File: config.mk
export PLATFORM = sky130hd
export DESIGN_NAME = load_store_unit
export DESIGN_NICKNAME = d
export VERILOG_FILES = /design/src/rtl/lsu_pkg.sv /design/src/rtl/byte_merge.sv /design/src/rtl/load_store_unit.sv
export SDC_FILE = /design/constraint.sdc
export NUM_CORES = 1
export LEC_CHECK = 0
export ABC_AREA = 1
export CAP_MARGIN = 20
export CORE_UTILIZATION = 43
export DETAILED_ROUTE_END_ITERATION = 6
export PLACE_DENSITY = 0.81
export SYNTH_ARGS = -nofsm -noshare
export SYNTH_HDL_FRONTEND = slang
export SYNTH_SLANG_ARGS = --single-unit
File: constraint.sdc
create_clock -name clk -period 2 [get_ports clk]
set_input_delay 0.4 -clock clk [delete_from_list [all_inputs] [get_ports clk]]
set_output_delay 0.4 -clock clk [all_outputs]
set_load 0.01 [all_outputs]
File: src/rtl/lsu_pkg.sv
// Shared defaults and FSM state encoding for the load/store unit.
package lsu_pkg;

    localparam int unsigned WIDTH = 16;
    localparam int unsigned AW    = 14;

    typedef logic [1:0] state_t;

    localparam state_t IDLE     = 2'd0;
    localparam state_t LD_WAIT  = 2'd1;
    localparam state_t ST_MERGE = 2'd2;

endpackage

File: src/rtl/byte_merge.sv
// Replaces one byte of a 16-bit word; sel picks the high (1) or low (0) byte.
module byte_merge
    import lsu_pkg::*;
#(
    parameter int unsigned width = WIDTH
) (
    input  logic [width-1:0] old_word,
    input  logic [7:0]       new_byte,
    input  logic             sel,
    output logic [width-1:0] merged
);

    always_comb begin
        merged = old_word;
        if (sel) begin
            merged[15:8] = new_byte;
        end else begin
            merged[7:0] = new_byte;
        end
    end

endmodule

File: src/rtl/load_store_unit.sv
// Load/store unit: word and byte accesses to a synchronous word-wide memory;
// byte stores are read-modify-write over two cycles.
module load_store_unit
    import lsu_pkg::*;
#(
    parameter int unsigned width = WIDTH,
    parameter int unsigned aw    = AW
) (
    input  logic             clk,
    input  logic             rst,
    input  logic             req_valid,
    output logic             req_ready,
    input  logic             req_we,
    input  logic             req_byte,
    input  logic [aw:0]      req_addr,
    input  logic [width-1:0] req_wdata,
    output logic             rsp_valid,
    output logic [width-1:0] rsp_rdata,
    output logic [aw-1:0]    mem_ad,
    output logic             mem_we,
    output logic [width-1:0] mem_di,
    input  logic [width-1:0] mem_dout
);

    state_t           state;
    logic [aw-1:0]    lat_ad;
    logic             lat_sel;
    logic             lat_byte;
    logic [7:0]       lat_data;
    logic             accept;
    logic [width-1:0] merged;
    logic [width-1:0] load_word;

    assign accept = req_valid && req_ready;

    byte_merge #(.width(width)) u_merge (
        .old_word (mem_dout),
        .new_byte (lat_data),
        .sel      (lat_sel),
        .merged   (merged)
    );

    always_comb begin
        req_ready = (state == IDLE);
        mem_ad    = req_addr[aw:1];
        mem_we    = 1'b0;
        mem_di    = req_wdata;
        case (state)
            IDLE:     mem_we = accept && req_we && !req_byte;
            LD_WAIT:  mem_ad = lat_ad;
            ST_MERGE: begin
                mem_ad = lat_ad;
                mem_we = 1'b1;
                mem_di = merged;
            end
            default: ;
        endcase
        // Reset must suppress a pending merge write in the same cycle it asserts.
        if (rst) begin
            mem_we = 1'b0;
        end
    end

    always_comb begin
        load_word = mem_dout;
        if (lat_byte) begin
            load_word = lat_sel ? {{(width-8){1'b0}}, mem_dout[15:8]}
                                : {{(width-8){1'b0}}, mem_dout[7:0]};
        end
    end

    always_ff @(posedge clk or posedge rst) begin
        if (rst) begin
            state     <= IDLE;
            lat_ad    <= '0;
            lat_sel   <= 1'b0;
            lat_byte  <= 1'b0;
            lat_data  <= '0;
            rsp_valid <= 1'b0;
            rsp_rdata <= '0;
        end else begin
            rsp_valid <= 1'b0;
            case (state)
                IDLE: begin
                    if (accept && (!req_we || req_byte)) begin
                        lat_ad   <= req_addr[aw:1];
                        lat_sel  <= req_addr[0];
                        lat_byte <= req_byte;
                        lat_data <= req_wdata[7:0];
                        state    <= req_we ? ST_MERGE : LD_WAIT;
                    end
                end
                LD_WAIT: begin
                    rsp_valid <= 1'b1;
                    rsp_rdata <= load_word;
                    state     <= IDLE;
                end
                ST_MERGE: state <= IDLE;
                default:  state <= IDLE;
            endcase
        end
    end

endmodule

==> results <==
==> sequential cells by signal (all words and copies together), names as in the netlist <==
signal and cells:
lat_ad 14, rsp_rdata 16, rsp_valid 1, lat_sel 1
state 2, lat_byte 1, lat_data 8
==> cell type report <==
cell class / count / area (µm²)
multi-input cells: 222 / 1110
well taps: 70 / 87.6
clock buffers: 6 / 82.6
inverters: 40 / 160
fillers: 399 / 1460
clock inverters: 1 / 5.00
repair buffers: 134 / 1220
flip-flops and latches: 43 / 1080
==> timing repair <==
item                                   CTS  global route
setup buffers                            2             2
setup endpoints to repair               32            32
gates cloned                             1             1
pin swaps                                1             8
endpoints found under the hold margin    0             0
resized for setup                      109            53
==> final timing paths <==
path | start | end | slack [ps] | cells after the start
hold / removal | rst | lat_ad[1]$_DFFE_PP0P_ | 490 | 3
min in group clk | rsp_rdata[3]$_DFFE_PP0P_ | rsp_rdata[3]$_DFFE_PP0P_ | 490 | 2
setup reg to reg | state[1]$_DFFE_PP0P_ | rsp_rdata[15]$_DFFE_PP0P_ | 140 | 8
hold reg to reg | rsp_rdata[3]$_DFFE_PP0P_ | rsp_rdata[3]$_DFFE_PP0P_ | 490 | 2
setup / recovery | state[0]$_DFFE_PP0P_ | mem_ad[2] | -60 | 6
max in group asynchronous | rst | rsp_rdata[11]$_DFFE_PP0P_ | 1290 | 3
==> cells by family (layout without fill, tap and decap cells) <==
family,count (synthesis),after routing
compound gates,70,70
fa+ha+maj,3,3
buf+inv,56,181
flops,43,43
simple gates,149,149
==> power groups by stage <==
stage               Combinational (W)  Clock, W  Sequential (W)
floorplan                     0.00139         0         0.00154
CTS                           0.00283  0.000561         0.00151
detailed placement            0.00284         0         0.00152
global placement              0.00279         0         0.00150
finish                        0.00306  0.000562         0.00155
global route                  0.00335  0.000605         0.00161
==> through the flow <==
step | area, µm² | utilization [%]
6_report | 3740 | 71.9
5_1_grt | 3740 | 71.9
4_1_cts | 3700 | 71.0
3_5_place_dp | 3610 | 69.3
3_3_place_gp | 3610 | 69.3
2_1_floorplan | 2360 | -
==> cell usage in the layout (no fill, tap or decap), types with 2 or more instances in the layout <==
cell type        Yosys  final
dlygate4sd2_1        0      2
inv_1               37     34
o21ai_1             13     27
ha_4                 0      2
buf_12               0      5
nand3_1             20     20
nand2_4              1      2
o21ai_2              8     12
clkdlybuf4s50_1      0     68
o21ai_0             48     29
buf_2                6     17
buf_4                4     26
clkbuf_8             0      6
nor2_1              17     17
nand2_1            108     96
nand2_2              2     13
clkbuf_2             1     10
buf_6                4      2
dfrtp_1             43     43
inv_4                1      4
==> worst register-to-register path: cells and delay by family (launching register included) <==
kind | cells | cell delay [ps]
AOI/OAI and AO/OA | 1 | 170
adders and majority gates | 1 | 280
buffers and inverters | 5 | 530
DFF | 1 | 430
and+or+nand+nor | 1 | 380
==> layer usage <==
layer	vias up	share of wire, %
li1	1265	-
met1	1147	44
met2	84	48
met3	23	4.0
met4	0	3.8
met5	-	0
==> results.md <==
- Complex-gate fraction of the synthesized area: 16.1%
- CTS hold repair buffers: 0
- Top cells by area in the synthesized netlist: dfrtp_1, nand2_1, o21ai_0
- Post-synthesis simple-gate area fraction: 25.4%
- HPWL reported at the end of detailed placement: 4.96 mm
- CP max stage cell: dfrtp_1
- Synth Cell Area: 2360 µm²
- RSZ-0062 raised after global routing: true
- Fin crit share: 103%
- Met3 usage: 3.23%
- Clk pin slew, worst setup/hold paths: 80 ps
- Peak supply drop: 0.000845 V
- Setup ws final: -61.4 ps
- CTS Sinks: 43
- Rows: 26
- Xor/xnor share of the synthesized area: 0%
- CP arrival: 1660 ps
- Buffers & Inverters on Critical Path: 4
- Maximum clock rate: 485 MHz
- GP Congestion: 0.861
- Routed len/inst: 13.5 µm
- Synth Instances: 321
- Die height: 76.1 µm
- Count of input and output buffers: 100
- Hold_ws: 487 ps
- Fin. Hold Viols: 0
- Pre-CTS setup slack: -172 ps
- Met2 GRT Util: 42.7%
- Synth warn: 0
- Logic pwr share: 59.2%
- Ys async rst share: 100%
- GRT Overall Usage: 24.7%
- Setup TNS: -272 ps
- Synth cell types: 20
- P_sw: 0.00214 W
- Main combinational cell family by area after synthesis: simple AND/OR/NAND/NOR gates
- Initial core utilization: 45.3%
- Total power draw: 0.00517 W
- Sequential group share of total power: 30.0%
- Sequential cell area fraction in the yosys report: 45.6%
- GR peak layer: met2
- DRT antenna net count: 0
- EDFF count, synth: 0
- Fin Clk Skew: 8.62 ps
- Post-synthesis adder-cell area fraction: 1.59%
- DP Cell Count: 503
- Setup violations, final: 9
- Clock power share: 10.9%
- Die X: 76.1 µm
- IO Pins: 101
- CP Launch Type: flip-flop
- Worst-skew pair later-pin latency: 300 ps
- Syn-to-layout area delta: 58.6%
- Drt drc: 0
- Die area: 5790 µm²
- Syn nets: 376
- Worst Setup End Kind: output pin
- TritonCTS clock tree: done
- Antenna violations before repair: 0
- WL final: 6.95 mm
- Num CTS Buffers: 5
- Slew margin rel.: 71.6%
- Vias in the first global route: 2511
- Max capacitance violation total: 0
- Via density per instance: 4.88
- Syn avg cell area: 7.35 µm²
- # diodes: 0
- Final Max Tran Viols: 0
- Status: finished with violations
- H-tree depth: 2
- WS Path Type: reg2out
- Met1 usage: 31.1%
- Placeable Area: 5200 µm²
- Nets: 501
- Largest net degree at the start of global routing: 44
- Drt first pass iters: 4
- Failing checks: setup timing
- Power Density: 1380 nW/µm²
- Internal Pwr Total: 0.00303 W
- Critical path's top delay family: buffers and inverters
- Most numerous cell in the Yosys netlist: nand2_1
- Hold Crit Class: in2async
- Cell accounting for the most synthesized area: dfrtp_1
- CP max FO: 14
- Max stage delay on crit path: 390 ps
- Top-area cell type share of the netlist area: 45.6%
- Tmin final: 2060 ps
- GR Overflow Total: 0
- Layout cell share with drive strength beyond 1: 23.8%
- Worst path required time: 1600 ps
- Slew @ Worst Pin: 426 ps
- Commonest cells in the netlist: nand2_1, o21ai_0, dfrtp_1
- First-pass GRT wire length: 11.6 mm
- Sw Share: 41.4%
- Vias post-DR: 2519
- Initial DRC Count: 138
- CP cell instances: inv_2 > buf_4 > ha_4 > buf_16 > o21ai_1 > buf_2
- Root Buffer: clkbuf_8
- Pleak: 1.91 nW
- FF+latch count, synth: 43
- Clock Path Buffers: 2
- Mux share of post-synthesis cell area: 0%
- Post-Layout Cell Count: 516
- Dominant synthesized flop cell: dfrtp_1
Note: power is estimated with default switching activity, not from simulation.
